### src/rtl/arith_pkg.sv
// Shared arithmetic-unit definitions: FSM state encoding and default operand width.
package arith_pkg;

  localparam int DEFAULT_WIDTH = 4;

  typedef enum logic [1:0] {
    IDLE = 2'd0,
    RUN  = 2'd1,
    DONE = 2'd2
  } state_t;

endpackage

### src/rtl/div_sub_step.sv
// One restoring-division step: ripple-carry subtract S - {0,D} (B inverted, carry-in 1),
// keeping the difference only when no borrow occurred (carry out = 1).
module div_sub_step #(
  parameter int WIDTH = 4
) (
  input  logic [WIDTH:0]   s,
  input  logic [WIDTH-1:0] d,
  output logic [WIDTH-1:0] r_next,
  output logic             nb
);

  logic [WIDTH:0]   b_inv;
  logic [WIDTH:0]   diff;
  logic [WIDTH+1:0] carry;

  assign b_inv    = ~{1'b0, d};
  assign carry[0] = 1'b1;

  for (genvar i = 0; i <= WIDTH; i++) begin : g_rca
    assign diff[i]    = s[i] ^ b_inv[i] ^ carry[i];
    assign carry[i+1] = (s[i] & b_inv[i]) | (carry[i] & (s[i] ^ b_inv[i]));
  end

  assign nb = carry[WIDTH+1];

  // R < D always holds, so S < 2D and the kept difference fits in WIDTH bits.
  assign r_next = nb ? diff[WIDTH-1:0] : s[WIDTH-1:0];

endmodule

### src/rtl/seq_restoring_divider.sv
// Multi-cycle unsigned restoring divider: one conditional subtract per clock,
// start/done handshake, registered results held until the next accepted start.
module seq_restoring_divider
  import arith_pkg::*;
#(
  parameter int WIDTH = DEFAULT_WIDTH,
  parameter int CNT_W = 3
) (
  input  logic             clk,
  input  logic             rst_n,
  input  logic             start,
  input  logic [WIDTH-1:0] dividend,
  input  logic [WIDTH-1:0] divisor,
  output logic             busy,
  output logic             done,
  output logic [WIDTH-1:0] quotient,
  output logic [WIDTH-1:0] remainder,
  output logic             div_by_zero
);

  state_t           state;
  logic [WIDTH-1:0] a;
  logic [WIDTH-1:0] r;
  logic [WIDTH-1:0] d;
  logic [CNT_W-1:0] cnt;

  logic [WIDTH:0]   s;
  logic [WIDTH-1:0] r_next;
  logic             nb;

  assign s = {r, a[WIDTH-1]};

  div_sub_step #(.WIDTH(WIDTH)) u_step (
    .s      (s),
    .d      (d),
    .r_next (r_next),
    .nb     (nb)
  );

  always_ff @(posedge clk) begin
    if (!rst_n) begin
      state       <= IDLE;
      a           <= '0;
      r           <= '0;
      d           <= '0;
      cnt         <= '0;
      busy        <= 1'b0;
      done        <= 1'b0;
      quotient    <= '0;
      remainder   <= '0;
      div_by_zero <= 1'b0;
    end else begin
      case (state)
        IDLE: begin
          done <= 1'b0;
          if (start) begin
            if (divisor != '0) begin
              a     <= dividend;
              d     <= divisor;
              r     <= '0;
              cnt   <= CNT_W'(WIDTH - 1);
              busy  <= 1'b1;
              state <= RUN;
            end else begin
              quotient    <= '1;
              remainder   <= dividend;
              div_by_zero <= 1'b1;
              done        <= 1'b1;
              state       <= DONE;
            end
          end
        end
        RUN: begin
          r <= r_next;
          a <= {a[WIDTH-2:0], nb};
          if (cnt == '0) begin
            quotient    <= {a[WIDTH-2:0], nb};
            remainder   <= r_next;
            div_by_zero <= 1'b0;
            busy        <= 1'b0;
            done        <= 1'b1;
            state       <= DONE;
          end else begin
            cnt <= cnt - CNT_W'(1);
          end
        end
        DONE: begin
          done  <= 1'b0;
          busy  <= 1'b0;
          state <= IDLE;
        end
        default: begin
          done  <= 1'b0;
          busy  <= 1'b0;
          state <= IDLE;
        end
      endcase
    end
  end

endmodule

### config.mk
export PLATFORM = sky130hd
export DESIGN_NAME = seq_restoring_divider
export DESIGN_NICKNAME = d
export VERILOG_FILES = /design/src/rtl/arith_pkg.sv /design/src/rtl/div_sub_step.sv /design/src/rtl/seq_restoring_divider.sv
export SDC_FILE = /design/constraint.sdc
export NUM_CORES = 1
export LEC_CHECK = 0
export CAP_MARGIN = 30
export CORE_AREA = 2 2 67 57
export CTS_BUF_LIST = sky130_fd_sc_hd__clkbuf_2 sky130_fd_sc_hd__clkbuf_4 sky130_fd_sc_hd__clkbuf_8
export CTS_CLUSTER_SIZE = 30
export DETAILED_ROUTE_END_ITERATION = 7
export DIE_AREA = 0 0 69 59
export GPL_TIMING_DRIVEN = 0
export PLACE_DENSITY_LB_ADDON = 0.2
export SLEW_MARGIN = 20
export SYNTH_ARGS = -nofsm -noshare
export SYNTH_HDL_FRONTEND = slang
export SYNTH_SLANG_ARGS = --single-unit
### constraint.sdc
create_clock -name clk -period 3.5 [get_ports clk]
set_clock_uncertainty 0.1 [all_clocks]
set_input_delay 0.525 -clock clk [delete_from_list [all_inputs] [get_ports clk]]
set_output_delay 0.525 -clock clk [all_outputs]
set_load 0.02 [all_outputs]
==> results by group <==
Clock tree
  – TritonCTS clock tree: yes
  – CTS Buf Count: 3
  – Post-CTS sizing: 0
  – Clock transition at path regs: approximately 0.10 ns
  – CTS H-tree lvls: 1
  – Clock Latency Late Sink: between 0.2 and 0.3 ns
  – Post CTS Setup Buffer Count: 0
  – Clk sink count: 28
  – Hold_buf cts: 0
  – Clock root buffer: clkbuf_8
  – Clock buffer depth: 2

Finish
  – Filler cells: 315
  – Reg area: between 500 and 600 sq um
  – Layout cells sized above 1: 0.120
  – Multi-input combinational cell area: between 600 and 700 sq um
  – Final nets: approximately 180
  – Area delta synth->final: 24.8%
  – Antenna diodes: 0

Job
  – Maxcap violations: 0

Floorplan
  – DIE WIDTH: around 70 um
  – Die area: between 4000 and 5000 sq um
  – Core area: around 3300 sq um
  – # IOs: 22
  – # rows: 19
  – Die height: 59 um
  – Starting Density: 0.393

Logic synthesis
  – Post-synth EDFFs: 0
  – Yosys cell types: 34
  – Mapped Cells: around 130
  – Syn Nets: between 150 and 200
  – Post-synthesis async set-or-reset flop share: 0
  – Ys flop type: dfxtp_1
  – #FFs+latches synth: 28
  – Sequential-to-total area share from yosys stat: 0.428
  – Syn Area/Cell: 9.77 sq um
  – Cell Area, Synth: between 1000 and 1500 sq um
  – Warnings, synthesis: 0

Worst setup path
  – Crit path cell chain: inv_1 > ha_1 > fa_1 > fa_1 > fa_1 > nor3b_1 > a211oi_1 > a21oi_1 > a21oi_2
  – Required time worst endpoint: around 3.6 ns
  – CP max stage delay: 0.45 ns
  – R2R Setup Slk: about 0.65 ns
  – Cell mode on critical path: fa_1
  – Slowest-stage cell, CP: fa_1
  – Buf+Inv Stages, Crit Path: 1
  – Worst Setup Path Type: flip-flop to flip-flop
  – CP top delay family: adder cells
  – Worst Setup End Kind: flip-flop
  – Crit path DAT: ~3.0 ns
  – Crit Path Max Fanout: 5
  – Crit path launch type: flip-flop

Pwr
  – Int Pwr: between 0.0006 and 0.0007 W
  – Pleak: 0.631 nW
  – Reg power frac: 0.439
  – PwrDens: approximately 540 nW/um^2
  – Switching part of the total: 0.295
  – Sw Pwr: roughly 0.00026 W
  – Combinational cell fraction of total power: 0.271
  – IR drop worst, VDD: between 200 and 300 uV
  – Power share of the clock group: 0.291

Detailed routing
  – WL met1: around 1.4 mm
  – Post-route antenna net violation count: 0
  – Detailed router's first-iteration violation count: 48
  – Drt total wl: ~2.8 mm
  – Via/cell ratio: roughly 5.2
  – Met2 wire len: 1.36 mm
  – Post-DR wirelength/cell: ~14 um
  – Routed vias: roughly 1000
  – DRC violations left: 0
  – Met3 WL: ~110 um
  – DRT Pass-1 Iters: 4
  – Top Metal Used: met4

STA
  – Fmax: 350 MHz
  – Unrepaired setup endpoints after global routing: no
  – Worst Tran Pin Value: 0.534 ns
  – Max-slew violations: 0
  – Max_slew headroom: 0.643
  – Setup TNS after final layout: 0 ns
  – Final setup violation count: 0
  – Final Hold Fails: 0
  – Final hold slack: roughly 0.39 ns
  – Clock period minus worst slack: around 2.9 ns
  – Period utilization: 0.815

Global route
  – Largest net degree at the start of global routing: 17
  – Overall routing resource usage: 0.147
  – Initial antenna violation count: 0
  – Total gr overflow: 0
  – Number of global-route vias before repair: 960
  – First-pass GRT wire length: 4.75 mm

Placement
  – IO buf count: 20
  – Post-DP HPWL: around 2.2 mm
  – GP Congestion: 0.829

Run status
  – Status: finished clean

Worst hold path
  – Hold WC Path Type: flip-flop to flip-flop
[sequential cells by signal, indices dropped and copies added (netlist names)]
signal / count
a: 4
busy: 1
cnt: 3
d: 4
div_by_zero: 1
done: 1
quotient: 4
r: 4
remainder: 4
state: 2
[kinds of logic (layout without fill, tap and decap cells)]
kind of cell | Yosys count | count (layout) | synth area share
AOI/OAI and AO/OA | 44 | 44 | 0.257
and+or+nand+nor | 36 | 36 | 0.149
muxes | 4 | 4 | 0.0306
adders and majority gates | 6 | 6 | 0.0746
DFF | 28 | 28 | 0.428
buffers and inverters | 16 | 40 | 0.0602
[path summary, 6_finish.rpt]
| kind | from | endpoint | depth (start not counted) |
|---|---|---|---|
| setup / recovery | a[3] | remainder[1] | 9 |
| hold reg to reg | cnt[0] | cnt[0] | 1 |
| setup reg to reg | a[3] | remainder[1] | 9 |
| hold / removal | cnt[0] | cnt[0] | 1 |
[Yosys cell counts, drive strengths merged, types with 2 or more instances]
library cell | count | area share
a211oi | 10 | 0.057
a21oi | 13 | 0.058
a22oi | 3 | 0.017
buf | 5 | 0.029
clkbuf | 2 | 0.0057
dfxtp | 28 | 0.43
fa | 3 | 0.046
ha | 3 | 0.029
inv | 9 | 0.026
mux2i | 4 | 0.031
nand2 | 5 | 0.014
nand2b | 4 | 0.019
nor2 | 14 | 0.040
nor3 | 2 | 0.0076
nor3b | 5 | 0.029
o21a | 3 | 0.017
o21ai | 6 | 0.029
o221a | 3 | 0.026
o41ai | 2 | 0.028
[placed cells by master, fill, tap and decap left out, types with 2 or more instances in the layout]
cell type        instances
a211oi_1                10
inv_1                    9
a22oi_1                  3
nor3_1                   2
o21ai_0                  2
ha_1                     3
nor3b_1                  5
buf_6                    2
clkdlybuf4s50_1         20
dfxtp_1                 28
fa_1                     3
a21oi_2                  3
o21a_1                   3
clkbuf_8                 3
o221a_2                  3
buf_2                    3
a21oi_1                 10
clkbuf_1                 2
nand2b_1                 4
o21ai_1                  2
nand2_1                  5
nor2_1                  14
mux2i_1                  4
o21ai_2                  2
[routing by layer]
layer | up-vias | GRT usage
met5 | - | 0
met1 | 495 | 0.204
met2 | 20 | 0.235
li1 | 532 | -
met4 | 0 | 0.0252
met3 | 2 | 0.0408
[power by group through the flow]
stage | clock network [W] | logic, W | registers, W
floorplan | 0 | 0.000143 | 0.000406
global placement | 0 | 0.000234 | 0.000391
detailed placement | 0 | 0.000240 | 0.000393
CTS | 0.000263 | 0.000241 | 0.000386
global route | 0.000278 | 0.000264 | 0.000392
finish | 0.000256 | 0.000238 | 0.000386
[cell type report]
class,count,share of cell area
multi-input combinational,90,0.410
clock buffer,3,0.0253
clock inverter,1,0.0184
tap,42,0.0322
inverter,9,0.0207
buffer,7,0.0276
timing repair buffer,20,0.123
sequential,28,0.343
[per-stage QoR]
step / cells / util / power [W] / cell area (sq um) / worst slack, ns
finish: 200 / 0.491 / 0.000880 / 1630 / 0.647
CTS: 200 / 0.491 / 0.000890 / 1630 / 0.645
global placement: 196 / 0.469 / 0.000624 / 1560 / 0.717
detailed placement: 196 / 0.469 / 0.000632 / 1560 / 0.693
global route: 200 / 0.491 / 0.000933 / 1630 / 0.518
floorplan: 134 / - / 0.000549 / 1310 / 1.02
Note: power is estimated with default switching activity, not from simulation.
